===== config.mk =====
export PLATFORM = sky130hd
export DESIGN_NAME = accum_arbiter_flat
export DESIGN_NICKNAME = d
export VERILOG_FILES = /design/src/rtl/accum_arbiter_if.sv /design/src/rtl/accum_arbiter.sv /design/src/flat_wrapper.sv
export SDC_FILE = /design/constraint.sdc
export NUM_CORES = 1
export LEC_CHECK = 0
export CAP_MARGIN = 30
export CORE_ASPECT_RATIO = 0.75
export CORE_MARGIN = 2
export CORE_UTILIZATION = 23
export CTS_CLUSTER_DIAMETER = 200
export CTS_CLUSTER_SIZE = 12
export DETAILED_ROUTE_END_ITERATION = 10
export PLACE_DENSITY = 0.54
export SYNTH_ARGS = -nofsm -noshare
export SYNTH_HDL_FRONTEND = slang
export SYNTH_SLANG_ARGS = --single-unit

===== constraint.sdc =====
create_clock -name Clk -period 2.05 [get_ports Clk]
set_clock_uncertainty 0.2 [all_clocks]
set_input_delay 0.41 -clock Clk [delete_from_list [all_inputs] [get_ports Clk]]
set_output_delay 0.41 -clock Clk [all_outputs]
set_load 0.02 [all_outputs]

===== src/rtl/accum_arbiter_if.sv =====
// Request, completion and adder-operand bus of the accumulator sequencer.
// The requester/test side uses "master"; the sequencer itself uses "slave".
interface accum_arbiter_if;
    logic        req0_valid;
    logic [1:0]  req0_op;
    logic [15:0] req0_data;
    logic        req0_ready;
    logic        req1_valid;
    logic [1:0]  req1_op;
    logic [15:0] req1_data;
    logic        req1_ready;
    logic [15:0] add_a;
    logic [15:0] add_b;
    logic [16:0] add_sum;
    logic [16:0] acc;
    logic        busy;
    logic        done;
    logic        done_id;

    modport master (
        output req0_valid, req0_op, req0_data,
        input  req0_ready,
        output req1_valid, req1_op, req1_data,
        input  req1_ready,
        input  add_a, add_b,
        output add_sum,
        input  acc, busy, done, done_id
    );

    modport slave (
        input  req0_valid, req0_op, req0_data,
        output req0_ready,
        input  req1_valid, req1_op, req1_data,
        output req1_ready,
        output add_a, add_b,
        input  add_sum,
        output acc, busy, done, done_id
    );
endinterface


===== src/rtl/accum_arbiter.sv =====
// Two-requester round-robin sequencer for the 17-bit accumulator: drives an
// external 16-bit adder, waits ADD_WAIT cycles for it to settle, then captures.
module accum_arbiter #(
    parameter int ADD_WAIT = 2
) (
    input  logic            Clk,
    input  logic            Reset,
    accum_arbiter_if.slave  bus
);

    typedef enum logic {IDLE, EXEC} state_t;
    typedef enum logic [1:0] {
        OP_LOAD  = 2'b00,
        OP_ADD   = 2'b01,
        OP_CLEAR = 2'b10,
        OP_NOP   = 2'b11
    } op_t;

    state_t      state_reg;
    op_t         op_reg;
    logic [15:0] data_reg;
    logic        id_reg;
    logic        last_grant_reg;
    logic [3:0]  cnt_reg;
    logic [16:0] acc_reg;
    logic        busy_reg;
    logic        done_reg;
    logic        done_id_reg;

    logic [1:0]  req_valid;
    logic [1:0]  req_ready;
    logic [1:0]  grant;
    logic [1:0]  req_op   [2];
    logic [15:0] req_data [2];

    assign req_valid[0] = bus.req0_valid;
    assign req_valid[1] = bus.req1_valid;
    assign req_op[0]    = bus.req0_op;
    assign req_op[1]    = bus.req1_op;
    assign req_data[0]  = bus.req0_data;
    assign req_data[1]  = bus.req1_data;

    // A requester wins when alone, or on a tie when it was not the last winner.
    // Ready is masked by reset so nothing looks accepted in a reset cycle.
    generate
        for (genvar gi = 0; gi < 2; gi++) begin : g_arb
            assign grant[gi] = req_valid[gi] &
                               (~req_valid[1-gi] | (last_grant_reg != 1'(gi)));
            assign req_ready[gi] = grant[gi] & (state_reg == IDLE) & ~Reset;
        end
    endgenerate

    assign bus.req0_ready = req_ready[0];
    assign bus.req1_ready = req_ready[1];

    logic        sel_id;
    op_t         sel_op;
    logic [15:0] sel_data;

    assign sel_id   = grant[1];
    assign sel_op   = op_t'(req_op[sel_id]);
    assign sel_data = req_data[sel_id];

    always_ff @(posedge Clk) begin
        if (Reset) begin
            state_reg      <= IDLE;
            op_reg         <= OP_NOP;
            data_reg       <= '0;
            id_reg         <= 1'b0;
            last_grant_reg <= 1'b1;
            cnt_reg        <= '0;
            acc_reg        <= '0;
            busy_reg       <= 1'b0;
            done_reg       <= 1'b0;
            done_id_reg    <= 1'b0;
        end else begin
            done_reg <= 1'b0;
            case (state_reg)
                IDLE: begin
                    if (|req_ready) begin
                        op_reg         <= sel_op;
                        data_reg       <= sel_data;
                        id_reg         <= sel_id;
                        last_grant_reg <= sel_id;
                        // Only ADD needs the adder to settle; everything else
                        // completes on the following edge.
                        cnt_reg        <= (sel_op == OP_ADD) ? 4'(ADD_WAIT - 1) : 4'd0;
                        state_reg      <= EXEC;
                        busy_reg       <= 1'b1;
                    end
                end
                EXEC: begin
                    if (cnt_reg != 4'd0) begin
                        cnt_reg <= cnt_reg - 4'd1;
                    end else begin
                        case (op_reg)
                            OP_LOAD:  acc_reg <= {1'b0, data_reg};
                            OP_ADD:   acc_reg <= bus.add_sum;
                            OP_CLEAR: acc_reg <= '0;
                            default:  acc_reg <= acc_reg;
                        endcase
                        state_reg   <= IDLE;
                        busy_reg    <= 1'b0;
                        done_reg    <= 1'b1;
                        done_id_reg <= id_reg;
                    end
                end
                default: state_reg <= IDLE;
            endcase
        end
    end

    assign bus.add_a   = data_reg;
    assign bus.add_b   = acc_reg[15:0];
    assign bus.acc     = acc_reg;
    assign bus.busy    = busy_reg;
    assign bus.done    = done_reg;
    assign bus.done_id = done_id_reg;

endmodule

===== src/flat_wrapper.sv =====
// flat-port wrapper written by rule: the top's interface ports become plain ports
module accum_arbiter_flat 
#(
    parameter int ADD_WAIT = 2
)
  (Clk, Reset, bus_req0_valid, bus_req0_op, bus_req0_data, bus_req0_ready, bus_req1_valid, bus_req1_op, bus_req1_data, bus_req1_ready, bus_add_a, bus_add_b, bus_add_sum, bus_acc, bus_busy, bus_done, bus_done_id);
  accum_arbiter_if bus_i ();
  input  logic Clk;
  input  logic Reset;
  input wire logic [$bits(bus_i.req0_valid)-1:0] bus_req0_valid;
  input wire logic [$bits(bus_i.req0_op)-1:0] bus_req0_op;
  input wire logic [$bits(bus_i.req0_data)-1:0] bus_req0_data;
  output wire logic [$bits(bus_i.req0_ready)-1:0] bus_req0_ready;
  input wire logic [$bits(bus_i.req1_valid)-1:0] bus_req1_valid;
  input wire logic [$bits(bus_i.req1_op)-1:0] bus_req1_op;
  input wire logic [$bits(bus_i.req1_data)-1:0] bus_req1_data;
  output wire logic [$bits(bus_i.req1_ready)-1:0] bus_req1_ready;
  output wire logic [$bits(bus_i.add_a)-1:0] bus_add_a;
  output wire logic [$bits(bus_i.add_b)-1:0] bus_add_b;
  input wire logic [$bits(bus_i.add_sum)-1:0] bus_add_sum;
  output wire logic [$bits(bus_i.acc)-1:0] bus_acc;
  output wire logic [$bits(bus_i.busy)-1:0] bus_busy;
  output wire logic [$bits(bus_i.done)-1:0] bus_done;
  output wire logic [$bits(bus_i.done_id)-1:0] bus_done_id;
  assign bus_i.req0_valid = bus_req0_valid;
  assign bus_i.req0_op = bus_req0_op;
  assign bus_i.req0_data = bus_req0_data;
  assign bus_req0_ready = bus_i.req0_ready;
  assign bus_i.req1_valid = bus_req1_valid;
  assign bus_i.req1_op = bus_req1_op;
  assign bus_i.req1_data = bus_req1_data;
  assign bus_req1_ready = bus_i.req1_ready;
  assign bus_add_a = bus_i.add_a;
  assign bus_add_b = bus_i.add_b;
  assign bus_i.add_sum = bus_add_sum;
  assign bus_acc = bus_i.acc;
  assign bus_busy = bus_i.busy;
  assign bus_done = bus_i.done;
  assign bus_done_id = bus_i.done_id;
  accum_arbiter #(.ADD_WAIT(ADD_WAIT)) u_core (.Clk(Clk), .Reset(Reset), .bus(bus_i));
endmodule

==> reports/results.ini <==
[outcome]
run_status = finished, final reports clean

[worst_setup_path]
required_ns = 1.44
arrival_ns = 1.37
crit_family = buffers and inverters
rr_worst_depth = 5
cp_max_fo = 4
critPathBufInv = 2
rrSetupSlack_ns = 0.18
rr_endpoint = u_core.bus.acc[11]$_SDFFE_PP0P_
critPathCaptureType = output port
critPathKind = input port to output port
crit_chain = clkdlybuf4s50_1, nor2_4, and3_1, buf_4
startpoint_type = input port
cp_slowest_cell = clkdlybuf4s50_1
r2r-start = u_core.op_reg[0]$_SDFFE_PP1P_
critical-path-max-stage-delay_ns = 0.47

[global_route]
grt_overflow = 0
grt_usage = 0.129
antenna_found_initial = 0
grt_max_degree = 46
grt_pass1_wl_um = 11000
grt_pass1_vias = 2049

[pwr]
p_int_uw = 1900
p_switching_uw = 733
clockPowerShare = 0.355
combPwrFrac = 0.266
ir_worst_vdd_uv = 309
seq_power_share = 0.379
swShare = 0.278
leakage_uw = 0.00128
power_density_mw_per_mm2 = 724
power.total_uw = 2640

[drt]
vias_per_cell = 4.66
routed_wl_um = 7200
detail-route-antenna-nets = 0
post-route-drc-count = 0
via_count = 2213
wire_per_inst_um = 15.2
firstDrtPassIters = 4
drt_iter0_drc = 123

[die]
num_rows = 31
die_area_mm2 = 0.0109
fp.dieW_um = 120
die_height_um = 90.8
io_pins = 111
core_mm2 = 0.00970
initial_core_util = 0.238

[synthesis]
synth_seq_area_share = 0.390
mappedNetlistArea_mm2 = 0.00231
async_flop_share = 0
ys_types = 40
syn_nets = 311
synth_most_common_cell = dfxtp_1
synth_top_family_by_area = compound AO/OA/AOI/OAI gates
yosys.area.top_type = dfxtp_1
synth_common_cells = dfxtp_1, a21oi_1, buf_4
synthAdderAreaFrac = 0.0271
synth-compound-area-share = 0.298
synthSimpleGateAreaFrac = 0.0763
synth_edf_count = 0
ys_ff_latch = 45
syn_area_per_cell_um2 = 9.28
synthTopCellsByArea = dfxtp_1, a21oi_1, mux2i_1
yosysTopAreaCellShare = 0.390
yosysWarnings = 0
muxShareOfSynthArea = 0.0823
synth_cells = 249
synth_xor_area_frac = 0
ys.flop_type = dfxtp_1

[min_path]
hold_depth = 2
min_from = u_core.bus.done_id$_SDFFE_PP0P_
holdCritPathClass = flop to flop
min_to = u_core.bus.done_id$_SDFFE_PP0P_

[sta]
fin_crit_ns = 1.98
fmax_ghz = 0.505
relSlewSlack = 0.650
drv_slew = 0
setup_viol = 0
worst_slew_pin_slew_ns = 0.512
hold_viol_final = 0
period_share = 0.966
rsz0062_at_grt = false

[job]
max-cap-violations = 0

[place]
port_buffers = 110
gp_congestion = 0.734
dpl.hpwl_um = 5550
placed_area_mm2 = 0.00346

[clock_tree]
cts.sinks = 45
cts-root-buf = clkbuf_16
h-tree-depth = 2
postCtsSetupBuffers = 0
clk_pin_slew_ns = 0.06
clk_latency_ns = 0.28
cts_buffers = 5
post_cts_resized = 8
holdBufCountCts = 0
clockBufferDepth = 2
cts_tree = done

[final_layout]
fin_nets = 404
synthToLayoutAreaGrowth_pct = 57.7
drive_above_1_share = 0.0962
finish.utilization = 0.376
largest_reg_flops = 17
design_area_mm2 = 0.00364
antenna_cells = 0

==> worst min-delay path: cells and delay by family, from the launching register on <==
kind / cells / cell delay, ns
DFF: 1 / 0.31
AOI/OAI and AO/OA: 1 / 0.05
and+or+nand+nor: 1 / 0.05
==> per-stage QoR <==
step / std cells / TNS, ns / hold slack, ns / setup slack, ns
floorplan: 249 / 0 / 0.232 / 0.225
detailed placement: 467 / -4.19 / 0.257 / -0.482
global route: 475 / 0 / 0.297 / 0.0118
finish: 475 / 0 / 0.260 / 0.0692
global placement: 467 / -2.73 / 0.246 / -0.378
CTS: 475 / -0.0632 / 0.266 / -0.0632
==> routing by layer <==
layer,global-route usage,part of all wire
met4,0.0324,0.0056
met2,0.191,0.43
met1,0.187,0.50
met5,0,0
met3,0.0290,0.058
==> how the worst max path moves through the flow <==
stage / startpoint / endpoint / slack (ns) / cells past startpoint
2_1_floorplan: u_core.op_reg[0]$_SDFFE_PP1P_ / u_core.bus.acc[0]$_SDFFE_PP0P_ / 0.23 / 7
3_3_place_gp: Reset / bus_req0_ready / -0.38 / 4
3_5_place_dp: Reset / bus_req0_ready / -0.48 / 4
4_1_cts: Reset / bus_req0_ready / -0.06 / 4
5_1_grt: u_core.op_reg[0]$_SDFFE_PP1P_ / u_core.bus.acc[11]$_SDFFE_PP0P_ / 0.01 / 5
6_report: Reset / bus_req0_ready / 0.07 / 4
==> cell families after synthesis <==
| logic type | after synthesis |
|---|---|
| compound gates | 101 |
| buf+inv | 51 |
| flops | 45 |
| simple gates | 28 |
| mux | 19 |
| fa+ha+maj | 5 |
==> power groups by stage <==
| stage | sequential (uW) | clock (uW) | combinational [uW] |
|---|---|---|---|
| after global placement | 1020 | 0 | 698 |
| after CTS | 1000 | 958 | 707 |
| after global routing | 1010 | 989 | 761 |
| after floorplan | 1060 | 0 | 337 |
| final | 999 | 937 | 700 |
| after detailed placement | 1020 | 0 | 706 |
==> cells in the final DEF, fill, tap and decap left out, drive strengths merged, types with 2 or more instances in the layout <==
master / netlist / routed
clkdlybuf4s50: 0 / 107
dfxtp: 45 / 45
a21oi: 39 / 39
a211oi: 20 / 20
mux2i: 19 / 19
buf: 32 / 19
a22oi: 15 / 15
a311oi: 15 / 15
inv: 10 / 10
clkbuf: 9 / 7
nand2: 6 / 6
ha: 5 / 5
nand2b: 3 / 3
o21ai: 3 / 3
a221o: 3 / 3
nor4: 2 / 2
nor2: 2 / 2
and2: 2 / 2
==> layout make-up <==
class | count | area (um2)
clock buffers | 7 | 143
clock inverters | 1 | 30.0
inverters | 10 | 37.5
multi-input cells | 153 | 1130
well taps | 132 | 165
flip-flops and latches | 45 | 901
repair buffers | 127 | 1240
fillers | 1016 | 6050
Note: power is estimated with default switching activity, not from simulation.
